$ cat src/rtl/zalu.sv
// rtl/zalu.sv - multi-cycle 8-bit ALU execute unit with START/BUSY/DONE handshake
// Optional feature macro: ZALU_MUL_EN builds the iterative shift-add multiplier for FUNC 111.
module zalu #(
    parameter int WIDTH = 8
) (
    input  logic             CLK,
    input  logic             RESET,
    input  logic             START,
    input  logic [2:0]       FUNC,
    input  logic [WIDTH-1:0] A,
    input  logic [WIDTH-1:0] B,
    output logic             BUSY,
    output logic             DONE,
    output logic [WIDTH-1:0] RESULT,
    output logic [2:0]       FLAGS
);
    localparam logic [1:0] S_IDLE = 2'd0;
    localparam logic [1:0] S_ITER = 2'd1;
    localparam logic [1:0] S_FIN  = 2'd2;

    localparam logic [2:0] F_ADD = 3'b000;
    localparam logic [2:0] F_SUB = 3'b001;
    localparam logic [2:0] F_AND = 3'b010;
    localparam logic [2:0] F_OR  = 3'b011;
    localparam logic [2:0] F_XOR = 3'b100;
    localparam logic [2:0] F_SHL = 3'b101;
    localparam logic [2:0] F_SHR = 3'b110;
    localparam logic [2:0] F_MUL = 3'b111;

    localparam int CW = ($clog2(WIDTH + 1) > 3) ? $clog2(WIDTH + 1) : 3;
`ifdef ZALU_MUL_EN
    localparam int AW = 2 * WIDTH;
`else
    localparam int AW = WIDTH;
`endif

    logic [1:0]       state_q, state_d;
    logic [2:0]       func_q, func_d;
    logic [AW-1:0]    opa_q, opa_d;
    logic [CW-1:0]    cnt_q, cnt_d;
    logic             shc_q, shc_d;
    logic [WIDTH-1:0] result_q, result_d;
    logic [2:0]       flags_q, flags_d;
`ifdef ZALU_MUL_EN
    logic [WIDTH-1:0] opb_q, opb_d;
    logic [AW-1:0]    acc_q, acc_d;
`endif

    logic             finish;
    logic [WIDTH-1:0] res_v;
    logic             res_c;

    always_comb begin
        state_d  = state_q;
        func_d   = func_q;
        opa_d    = opa_q;
        cnt_d    = cnt_q;
        shc_d    = shc_q;
        result_d = result_q;
        flags_d  = flags_q;
`ifdef ZALU_MUL_EN
        opb_d    = opb_q;
        acc_d    = acc_q;
`endif
        finish   = 1'b0;
        res_v    = '0;
        res_c    = 1'b0;

        case (state_q)
            S_IDLE: begin
                if (START) begin
                    func_d = FUNC;
                    opa_d  = AW'(A);
                    shc_d  = 1'b0;
                    cnt_d  = CW'(B[2:0]);
                    finish = 1'b1;
                    res_v  = A;
`ifdef ZALU_MUL_EN
                    opb_d  = B;
                    acc_d  = '0;
`endif
                    case (FUNC)
                        F_ADD: {res_c, res_v} = {1'b0, A} + {1'b0, B};
                        F_SUB: begin
                            res_v = A - B;
                            res_c = (A < B);
                        end
                        F_AND: res_v = A & B;
                        F_OR:  res_v = A | B;
                        F_XOR: res_v = A ^ B;
                        // zero-count shifts complete immediately with RESULT = A, C = 0
                        F_SHL, F_SHR: finish = (B[2:0] == 3'd0);
                        F_MUL: begin
`ifdef ZALU_MUL_EN
                            finish = 1'b0;
                            cnt_d  = CW'(WIDTH);
`endif
                        end
                        default: ;
                    endcase
                    if (!finish) state_d = S_ITER;
                end
            end
            S_ITER: begin
                cnt_d = cnt_q - CW'(1);
                case (func_q)
                    F_SHL: begin
                        shc_d = opa_q[WIDTH-1];
                        opa_d = AW'({opa_q[WIDTH-2:0], 1'b0});
                        res_v = opa_d[WIDTH-1:0];
                        res_c = shc_d;
                    end
                    F_SHR: begin
                        shc_d = opa_q[0];
                        opa_d = AW'({1'b0, opa_q[WIDTH-1:1]});
                        res_v = opa_d[WIDTH-1:0];
                        res_c = shc_d;
                    end
`ifdef ZALU_MUL_EN
                    F_MUL: begin
                        acc_d = opb_q[0] ? (acc_q + opa_q) : acc_q;
                        opa_d = opa_q << 1;
                        opb_d = opb_q >> 1;
                        res_v = acc_d[WIDTH-1:0];
                        res_c = |acc_d[AW-1:WIDTH];
                    end
`endif
                    default: ;
                endcase
                finish = (cnt_q == CW'(1));
            end
            S_FIN:   state_d = S_IDLE;
            default: state_d = S_IDLE;
        endcase

        // outputs are registered on the edge that enters FIN, so they line up with DONE
        if (finish) begin
            state_d  = S_FIN;
            result_d = res_v;
            flags_d  = {res_v[WIDTH-1], res_c, (res_v == '0)};
        end
    end

    always_ff @(posedge CLK) begin
        if (!RESET) begin
            state_q  <= S_IDLE;
            func_q   <= '0;
            opa_q    <= '0;
            cnt_q    <= '0;
            shc_q    <= 1'b0;
            result_q <= '0;
            flags_q  <= '0;
`ifdef ZALU_MUL_EN
            opb_q    <= '0;
            acc_q    <= '0;
`endif
        end else begin
            state_q  <= state_d;
            func_q   <= func_d;
            opa_q    <= opa_d;
            cnt_q    <= cnt_d;
            shc_q    <= shc_d;
            result_q <= result_d;
            flags_q  <= flags_d;
`ifdef ZALU_MUL_EN
            opb_q    <= opb_d;
            acc_q    <= acc_d;
`endif
        end
    end

    assign BUSY   = (state_q != S_IDLE);
    assign DONE   = (state_q == S_FIN);
    assign RESULT = result_q;
    assign FLAGS  = flags_q;

endmodule

$ cat config.mk
export PLATFORM = sky130hd
export DESIGN_NAME = zalu
export DESIGN_NICKNAME = d
export VERILOG_FILES = /design/src/rtl/zalu.sv
export SDC_FILE = /design/constraint.sdc
export NUM_CORES = 1
export LEC_CHECK = 0
export CORE_ASPECT_RATIO = 0.8
export CORE_MARGIN = 10
export CORE_UTILIZATION = 61
export CTS_CLUSTER_SIZE = 10
export DETAILED_ROUTE_END_ITERATION = 8
export PLACE_DENSITY = 0.87
export SYNTH_ARGS = -nofsm -noshare
export SYNTH_HDL_FRONTEND = slang
export SYNTH_SLANG_ARGS = --single-unit
$ cat constraint.sdc
create_clock -name CLK -period 6.45 [get_ports CLK]
set_input_delay 0.9675 -clock CLK [delete_from_list [all_inputs] [get_ports CLK]]
set_output_delay 0.9675 -clock CLK [all_outputs]
set_load 0.02 [all_outputs]
# After elaboration in Yosys (flattened, before gate mapping)
# Cells that the tools add are included.
# Widths: inputs -> output; s select.
# totals
ff_bits,28
rom_bits,0
wordCells,68
in_bits,22
latchBits,0
memories,0
output_inout_bits,13
ramBits,0
# op_classes
multipliers,0
add_sub_neg,3
magnitude_cmp,1
div,0
n_shift,0
reduce_logical,13
mux,22
n_eq_ne,17
bitwise_logic,5
# op_table
cell,count
$pmux 8 s2,4
$pmux 8 s5,1
$mux 8,2
$eq 3x3->1 const B,5
$add 8x8->9,1
$ne 3x3->1 const B,3
$reduce_and 3->1,3
$and 8x8->8,1
$logic_not 8->1,1
$lt 8x8->1,1
$or 8x8->8,1
$pmux 1 s2,4
$pmux 4 s2,1
$sub 8x8->8,1
$xor 8x8->8,1
$eq 3x2->1 const B,2
$logic_not 3->1,2
$mux 2,3
$ne 2x2->1 const B,3
$mux 1,5
$eq 4x1->1 const B,1
$mux 4,1
$pmux 2 s2,1
$reduce_and 2->1,2
8 further kinds,11

# Depth between registers and ports, before layout
# Gate-level depths: netlist of run 1.
# depth
ltp_word,9
mapped_depth,11
ltp_nobuf,11

# Worst setup path before layout of run 1
# No wires, ideal clock.
# synth_timing
path_kind,input port to flip-flop
from,in A[0]
to,"reg flags_q[0], in the netlist FLAGS[0]"
t_required_ns,6.319
setup_ns,0.131
path_buffers,0
path_slack_ns,3.392
arrival_time_ns,2.927
path_stages,11
cell_sequence,inv_1 > ha_1 > inv_1 > fa_1 > nor2b_1 > o311a_1 > or4_1 > a32oi_1 > nor2_1 > o22ai_2 > o41ai_1
# synth_between
elab_chain_cells,5
word_cells_on_any_way,9
classes_between,add/sub: 2; mux: 3; bitwise: 3; reduce/logical: 1
# synth_lines
item,line,rtl
from (decl),10,"input logic [WIDTH-1:0] A,"
$sub 8x8->8 (tied with other cells),85,res_v = A - B;
$pmux 8 s5 *,82,case (FUNC)
$mux 8 *,71,if (START) begin
$pmux 8 s2 *,69,case (state_q)
$logic_not 8->1 *,140,"flags_d = {res_v[WIDTH-1], res_c, (res_v == '0)};"
to (signal assigned),164,flags_q <= flags_d;
to (decl),43,"logic [2:0] flags_q, flags_d;"
# Mark *: on every way between the ends. The rest lies on a longest branch, timed or not.
# A chain may end at the register's enable or synchronous reset.

# Final worst setup path of run 1
# Same ends and word-level chain as after synthesis.

==> qor.yml, run 1 <==
sta:
  slew_viol_final: 0
  worst_slew_pin_slew_ns: 1.01
  tns_ns: 0
  rsz0062_at_grt: "false"
  max_freq_mhz: 271
  setup_viol: 0
  slew_headroom_pct: 32.3
  finalCriticalPeriod_ns: 3.70
  fin_worst_skew_ns: 0.00213
  hold_viol: 0
  post-route-period-util_pct: 57.3
critical_path:
  startpoint_type: "primary input"
  rrSetupSlack_ns: 3.76
  rr_endpoint: "FLAGS[0]"
  cpPeakStageDelay_ns: 0.58
  worstPathArrival_ns: 3.86
  slowest_stage: "clkdlybuf4s50_1"
  crit_type: "in -> reg"
  cpLargestDelayFamily: "compound AO/OA/AOI/OAI gates"
  reg2reg_depth: 7
  r2r_start: "state_q[0]"
  worstPathRequired_ns: 6.61
  path_cells: "clkdlybuf4s50_1, ha_1, inv_1, fa_1, nand2b_1, a211oi_2, a2bb2oi_1, a32oi_1, nor2_1, o22ai_2, o41ai_1"
  crit_path_end_kind: "register"
  cp_max_fo: 4
  crit_buf_inv: 2
yosys:
  postSynthAreaPerCell_um2: 7.30
  netlist_area_mm2: 0.00271
  ys_seq_elements: 27
  ys_async_sr_fraction_pct: 0
  syn_inst: 371
  yosys_warnings: 0
  syn_nets: 421
  synth_edf_count: 0
  ys_types: 65
  synthFlopType: "dfxtp_1"
  ys_seq_area_share_pct: 20.0
hold_path:
  min_to: "func_q[1]"
  hold_path.class: "reg -> reg"
  min_from: "func_q[1]"
  holdPathStages: 2
die:
  dieArea_mm2: 0.00752
  initial_utilization_pct: 64.0
  die_h_um: 79.6
  coreArea_mm2: 0.00423
  die_x_um: 94.5
  ios: 35
  rows: 21
drt:
  num_vias: 2828
  wl_per_cell_um: 17.3
  viasPerCell: 6.38
  dr.pass1.iters: 5
  drc: 0
  first_iter_violations: 354
  ant_nets: 0
  drt_wl_total_um: 7650
clock_tree:
  clock_path_buffers: 2
  post-cts-setup-buffers: 0
  htreeDepth: 1
  holdBufCountCts: 0
  clkLatencyLatePin_ns: 0.28
  cts_buffers: 3
  cts_sinks: 27
  clk_pin_slew_ns: 0.09
  cts_tree: "yes"
  cts_resized: 0
  root_buffer: "clkbuf_8"
final_layout:
  multi_input_area_mm2: 0.00190
  syn_to_final_growth_pct: 11.8
  regArea_um2: 541
  fillers: 353
  layout.nets: 437
  drive_gt1_share_pct: 4.92
  diodes: 0
power:
  finalPower_uw: 491
  peakVddDrop_mv: 0.127
  p_leak_nw: 1.28
  power_density_mw_per_mm2: 162
placed_design:
  hpwl_um: 5760
  io_buffers: 34
  globalplace.congestion: 0.992
outcome:
  outcome: "finished, final reports clean"
global_route:
  antenna_found_initial: 0
  track_usage_pct: 19.7
  grt_max_degree: 30
  gr-total-overflow: 0
  grt_pass1_vias: 2498
  grt_pass1_wl_um: 12300
flow_run:
  cap_violations: 0
[worst max-delay path by stage]
stage | cells after the start | slack (ns) | start | endpoint
6_report | 11 | 2.75 | A[0] | FLAGS[0]
5_1_grt | 11 | 2.74 | A[0] | FLAGS[0]
4_1_cts | 11 | 2.92 | A[0] | FLAGS[0]
3_5_place_dp | 11 | 2.62 | A[0] | FLAGS[0]
3_3_place_gp | 11 | 2.69 | A[0] | FLAGS[0]
2_1_floorplan | 11 | 3.39 | A[0] | FLAGS[0]
[cell type report]
| class | count | area share (%) |
|---|---|---|
| Inverter | 33 | 4.09 |
| Tap cell | 57 | 2.36 |
| Timing Repair Buffer | 35 | 11.5 |
| Multi-Input combinational cell | 287 | 62.7 |
| Clock buffer | 4 | 1.49 |
| Sequential cell | 27 | 17.9 |
[per-stage QoR]
step / cell area (um2) / utilization [%] / setup slack, ns / cells / hold slack, ns
3_5_place_dp: 2980 / 70.5 / 2.62 / 439 / 0.475
4_1_cts: 3030 / 71.6 / 2.92 / 443 / 0.487
2_1_floorplan: 2710 / - / 3.39 / 371 / 0.445
6_report: 3030 / 71.6 / 2.75 / 443 / 0.497
3_3_place_gp: 2980 / 70.5 / 2.69 / 439 / 0.459
5_1_grt: 3030 / 71.6 / 2.74 / 443 / 0.508
[cells by family (layout without fill, tap and decap cells)]
logic type                 count (synthesis)  after routing  synth area share, %
DFF                                       27             27                 20.0
xor gates and xnor gates                   4              4                 1.29
and+or+nand+nor                          120            120                 20.6
buffers and inverters                     57             72                 9.93
muxes                                     12             12                 4.43
AOI/OAI and AO/OA                        123            123                 30.3
adders and majority gates                 28             28                 13.5
[tightest hold or removal path, cell delays in order, from the launching register on]
cell and delay [ns]:
dfxtp_1 0.33, nand2_1 0.06, a21oi_1 0.06
[per-layer routing]
| layer | GRT usage [%] | vias up | wire [um] |
|---|---|---|---|
| met3 | 4.61 | 15 | 798 |
| met4 | 5.22 | 0 | 111 |
| li1 | - | 1351 | - |
| met1 | 27.4 | 1300 | 3480 |
| met5 | 0 | - | 0 |
| met2 | 29.5 | 162 | 3260 |
[power breakdown]
group / switching, mW / total, mW / internal, mW
registers: 0.0129 / 0.193 / 0.180
logic: 0.117 / 0.201 / 0.0842
clock network: 0.0531 / 0.0975 / 0.0444
total: 0.183 / 0.491 / 0.309
[cell usage after synthesis (3+ instances only)]
library cell	instances	share of area (%)
a211oi_1	5	1.4
a21oi_1	31	5.7
a22oi_1	6	1.7
a2bb2oi_1	4	1.3
a31oi_1	6	1.4
buf_2	8	1.5
buf_4	8	2.2
clkbuf_1	6	0.83
dfxtp_1	27	20
ha_1	26	12
inv_1	29	4.0
inv_2	3	0.42
mux2i_1	12	4.4
nand2_1	30	4.2
nand2b_1	4	0.92
nand3_1	10	1.8
nand4_1	3	0.69
nor2_1	40	5.5
nor2b_1	5	1.2
nor3_1	10	1.8
o21ai_0	23	4.2
o21ai_1	8	1.5
o21bai_1	3	0.83
o22ai_1	7	1.6
or3_1	4	0.92
xnor2_1	3	0.97
[cells in the final DEF, fill, tap and decap left out, types with 8 or more instances in the layout]
| cell | Yosys | routed |
|---|---|---|
| o21ai_0 | 23 | 23 |
| nor3_1 | 10 | 10 |
| a21oi_1 | 31 | 31 |
| mux2i_1 | 12 | 12 |
| inv_1 | 29 | 29 |
| ha_1 | 26 | 26 |
| nor2_1 | 40 | 40 |
| clkdlybuf4s50_1 | 0 | 34 |
| dfxtp_1 | 27 | 27 |
| nand2_1 | 30 | 30 |
| nand3_1 | 10 | 10 |
| o21ai_1 | 8 | 8 |
[flip-flops by register name (all words and copies together) (netlist names)]
signal / cells
func_q: 3
state_q: 2
cnt_q: 4
FLAGS: 2
RESULT: 8
opa_q: 8
Note: power is estimated with default switching activity, not from simulation.
==> run 2, diff against run 1 <==
CORE_UTILIZATION = 51   (was 61)
PLACE_DENSITY = 0.77   (was 0.87)
clock period = 3.1 ns   (was 6.45 ns; I/O delays follow)
==> run 2 against run 1 <==
- critical endpoint unchanged
- critical path depth unchanged
- via count increased by 5.2%
- largest power group unchanged
- clock power increased by 110%
- wire length increased by 8.0%
- highest routed layer unchanged
- worst hold slack got worse by 0.017 ns
- clock skew increased by 0.0064 ns
- die area increased by 15%
- combinational power increased by 140%
- first-iteration DRC count decreased by 27%
==> qor.yml, run 2 (synthesis results as in run 1) <==
final_layout:
  final_common_cell: "buf_4"
  drive_gt1_share_pct: 14.8
  diodes: 0
  syn_to_final_growth_pct: 23.9
  layout.nets: 478
  layout_common_cells: "buf_4, nor2_1, clkdlybuf4s50_1"
drt:
  first_iter_violations: 260
  viasPerCell: 6.08
  drt_wl_total_um: 8260
  num_vias: 2974
  ant_nets: 0
  wl_per_cell_um: 16.9
  drc: 0
  dr.pass1.iters: 5
power:
  power_density_mw_per_mm2: 322
  finalPower_mw: 1.08
  peakVddDrop_mv: 0.232
  p_leak_nw: 1.48
die:
  die_x_um: 101
  dieArea_mm2: 0.00864
  coreArea_mm2: 0.00506
  initial_utilization_pct: 53.5
  ios: 35
  rows: 23
  die_h_um: 85.2
clock_tree:
  clkLatencyLatePin_ns: 0.28
  cts_tree: "yes"
  cts_sinks: 27
  post-cts-setup-buffers: 0
  cts_buffers: 3
  htreeDepth: 1
  clk_pin_slew_ns: 0.10
  clock_path_buffers: 2
  root_buffer: "clkbuf_8"
sta:
  whs_ns: 0.480
  slew_viol_final: 0
  slew_headroom_pct: 35.3
  max_freq_mhz: 340
  rsz0062_at_grt: "false"
  finalCriticalPeriod_ns: 2.94
  hold_viol: 0
  setup_viol: 0
  post-route-period-util_pct: 94.8
  fin_worst_skew_ns: 0.00849
  worst_slew_pin_slew_ns: 0.964
critical_path:
  worstPathRequired_ns: 3.29
  cp_max_fo: 4
  startpoint_type: "primary input"
  rrSetupSlack_ns: 0.72
  crit_type: "in -> reg"
  worstPathArrival_ns: 3.13
  crit_path_end_kind: "register"
global_route:
  antenna_found_initial: 0
  grt_pass1_vias: 2687
  gr-total-overflow: 0
  grt_max_degree: 20
  track_usage_pct: 18.6
  grt_pass1_wl_um: 13400
flow_run:
  cap_violations: 0
hold_path:
  hold_path.class: "reg -> reg"
outcome:
  outcome: "finished, final reports clean"
placed_design:
  hpwl_um: 6600
  io_buffers: 34
  globalplace.congestion: 0.983
[run 2: cell type report]
| cell class | count | area, um2 |
|---|---|---|
| multi-input combinational | 287 | 1910 |
| fill | 458 | 1710 |
| timing repair buffer | 76 | 656 |
| sequential | 27 | 541 |
| inverter | 33 | 124 |
| tap | 62 | 77.6 |
| clock buffer | 3 | 41.3 |
| clock inverter | 1 | 7.51 |
[run 2: final timing paths]
path,start,to,cells after the start
setup reg to reg,state_q[1],opa_q[2],5
setup / recovery,A[1],FLAGS[0],11
hold reg to reg,func_q[1],func_q[1],2
hold / removal,func_q[1],func_q[1],2
[run 2: power by group]
| part | internal, mW | switching (mW) | leakage [nW] |
|---|---|---|---|
| logic | 0.220 | 0.259 | 1.24 |
| clock network | 0.0914 | 0.113 | 0.0217 |
| registers | 0.374 | 0.0255 | 0.222 |
[run 2: repair_timing]
action / 4_1_cts / 5_1_grt
hold endpoints to repair: 0 / 0
endpoints found under the setup margin: 0 / 1
hold buffers: 0 / 0
resized for setup: 0 / 2
[run 2: metrics by stage]
| stage | setup TNS [ns] | std cells | utilization (%) | instance area, um2 | setup WS [ns] |
|---|---|---|---|---|---|
| 2_1_floorplan | 0 | 371 | - | 2710 | 0.545 |
| 3_3_place_gp | -0.0233 | 485 | 65.1 | 3300 | -0.0233 |
| 3_5_place_dp | -0.177 | 485 | 65.1 | 3300 | -0.105 |
| 4_1_cts | 0 | 489 | 66.1 | 3350 | 0.166 |
| 5_1_grt | 0 | 489 | 66.3 | 3360 | 0.0263 |
| 6_report | 0 | 489 | 66.3 | 3360 | 0.160 |
[run 2: worst max-delay path: stages]
cell	delay, ns
clkdlybuf4s50_1	0.57
inv_1	0.09
ha_1	0.33
a21oi_1	0.20
o211ai_1	0.21
o41ai_2	0.31
nor2_1	0.11
a2111oi_2	0.25
a221oi_1	0.12
buf_4	0.16
o41ai_2	0.31
[run 2: layer usage]
metal  global-route usage [%]  part of all wire [%]  vias to the layer above
li1                         -                     -                     1433
met5                        0                     0                        -
met2                     29.1                    46                      125
met3                     3.16                   7.2                       13
met4                     4.05                   1.2                        0
met1                     25.9                    46                     1403
==> run 3, diff against run 2 <==
CORE_MARGIN = 2   (was 10)
==> run 3 against run 2 <==
- register-to-register slack better by 0.10 ns
- die area down 32%
- highest routed layer unchanged
- critical path type unchanged
- cell area decreased by 1.7%
==> qor.yml, run 3 (synthesis results as in run 1) <==
final_layout:
  final_common_cell: "nor2_1"
  layout.nets: 472
  final_cells: 483
  final_area_mm2: 0.00330
  diodes: 0
  layout_common_cells: "nor2_1, buf_4, clkdlybuf4s50_1"
  syn_to_final_growth_pct: 21.8
  post-route-util_pct: 65.1
  drive_gt1_share_pct: 13.1
clock_tree:
  post-cts-setup-buffers: 0
  holdBufCountCts: 0
  cts_sinks: 27
  cts_resized: 0
  htreeDepth: 1
  clk_pin_slew_ns: 0.10
  root_buffer: "clkbuf_8"
  clock_path_buffers: 2
  cts_tree: "yes"
  clkLatencyLatePin_ns: 0.27
  cts_buffers: 3
critical_path:
  worstPathArrival_ns: 3.15
  slowest_stage: "clkdlybuf4s50_1"
  path_cells: "clkdlybuf4s50_1, ha_1, inv_1, fa_1, nor2b_1, o311a_1, or4_1, a32oi_1, nor2_1, o22ai_2, o41ai_1"
  cpPeakStageDelay_ns: 0.52
  crit_type: "in -> reg"
  crit_path_end_kind: "register"
  worstPathRequired_ns: 3.25
  cp_max_fo: 4
  startpoint_type: "primary input"
die:
  rows: 23
  initial_utilization_pct: 53.5
  dieArea_mm2: 0.00591
  coreArea_mm2: 0.00506
  die_h_um: 69.2
  ios: 35
  die_x_um: 85.5
sta:
  rsz0062_at_grt: "false"
  post-route-period-util_pct: 96.5
  slew_viol_final: 0
  fin_worst_skew_ns: 0.00684
  whs_ns: 0.477
  finalCriticalPeriod_ns: 2.99
  hold_viol: 0
  max_freq_mhz: 334
  setup_viol: 0
  slew_headroom_pct: 57.5
  tns_ns: 0
  worst_slew_pin_slew_ns: 0.637
hold_path:
  hold_path.class: "reg -> reg"
placed_design:
  globalplace.congestion: 0.912
  io_buffers: 34
  post_dp_cell_area_mm2: 0.00325
  hpwl_um: 6080
  dp.cells: 479
drt:
  dr.pass1.iters: 5
  wl_per_cell_um: 15.9
  viasPerCell: 5.94
  num_vias: 2871
  drt_wl_total_um: 7690
  ant_nets: 0
  drc: 0
  first_iter_violations: 199
outcome:
  outcome: "finished, final reports clean"
power:
  peakVddDrop_mv: 0.280
  power_density_mw_per_mm2: 323
  p_leak_nw: 1.45
global_route:
  grt_pass1_vias: 2719
  gr-total-overflow: 0
  grt_pass1_wl_um: 13000
  track_usage_pct: 26.7
  grt_max_degree: 20
  antenna_found_initial: 0
flow_run:
  cap_violations: 0
-- run 3: cell count changes in the layout (fill, tap and decap cells not counted) --
| cell | delta |
|---|---|
| buf_4 | -6 |
| clkinv_2 | +1 |
| clkinvlp_4 | -1 |
| fa_1 | +1 |
| fa_2 | -1 |
| o41ai_1 | +1 |
| o41ai_2 | -1 |
-- run 3: path summary, 6_finish.rpt --
check | depth (start not counted) | slack (ns) | endpoint | startpoint
setup / recovery | 11 | 0.11 | FLAGS[0] | B[0]
hold / removal | 2 | 0.48 | func_q[0] | func_q[0]
setup reg to reg | 7 | 0.82 | FLAGS[0] | state_q[0]
hold reg to reg | 2 | 0.48 | func_q[0] | func_q[0]
-- run 3: cell type report --
cell class | instances | area [um2]
flip-flops and latches | 27 | 541
inverters | 33 | 124
multi-input cells | 287 | 1900
clock buffers | 3 | 41.3
clock inverters | 1 | 5.00
repair buffers | 70 | 611
well taps | 62 | 77.6
fillers | 464 | 1770
-- run 3: per-layer routing --
layer	part of all wire [%]	GRT usage (%)	up-vias	wire length, um
li1	-	-	1421	-
met3	6.9	3.81	6	527
met5	0	0	-	0
met4	0.65	3.70	0	50
met2	44	41.0	92	3360
met1	49	40.5	1352	3750
-- run 3: power breakdown --
group	total, mW	switching [mW]	internal (mW)
registers	0.402	0.0272	0.374
clock network	0.202	0.112	0.0902
logic	0.463	0.250	0.213
-- run 3: through the flow --
| stage | setup slack (ns) | power [mW] |
|---|---|---|
| finish | 0.109 | 1.07 |
| floorplan | 0.545 | 0.697 |
| CTS | 0.128 | 1.06 |
| detailed placement | -0.161 | 0.866 |
| global placement | -0.0756 | 0.857 |
| global route | 0.00346 | 1.14 |
-- run 3: worst max-delay path, delay by kind of cell --
family          cells  cell delay, ns
compound gates      4            0.82
simple gates        3            0.67
fa+ha+maj           2            0.60
buf+inv             2            0.59
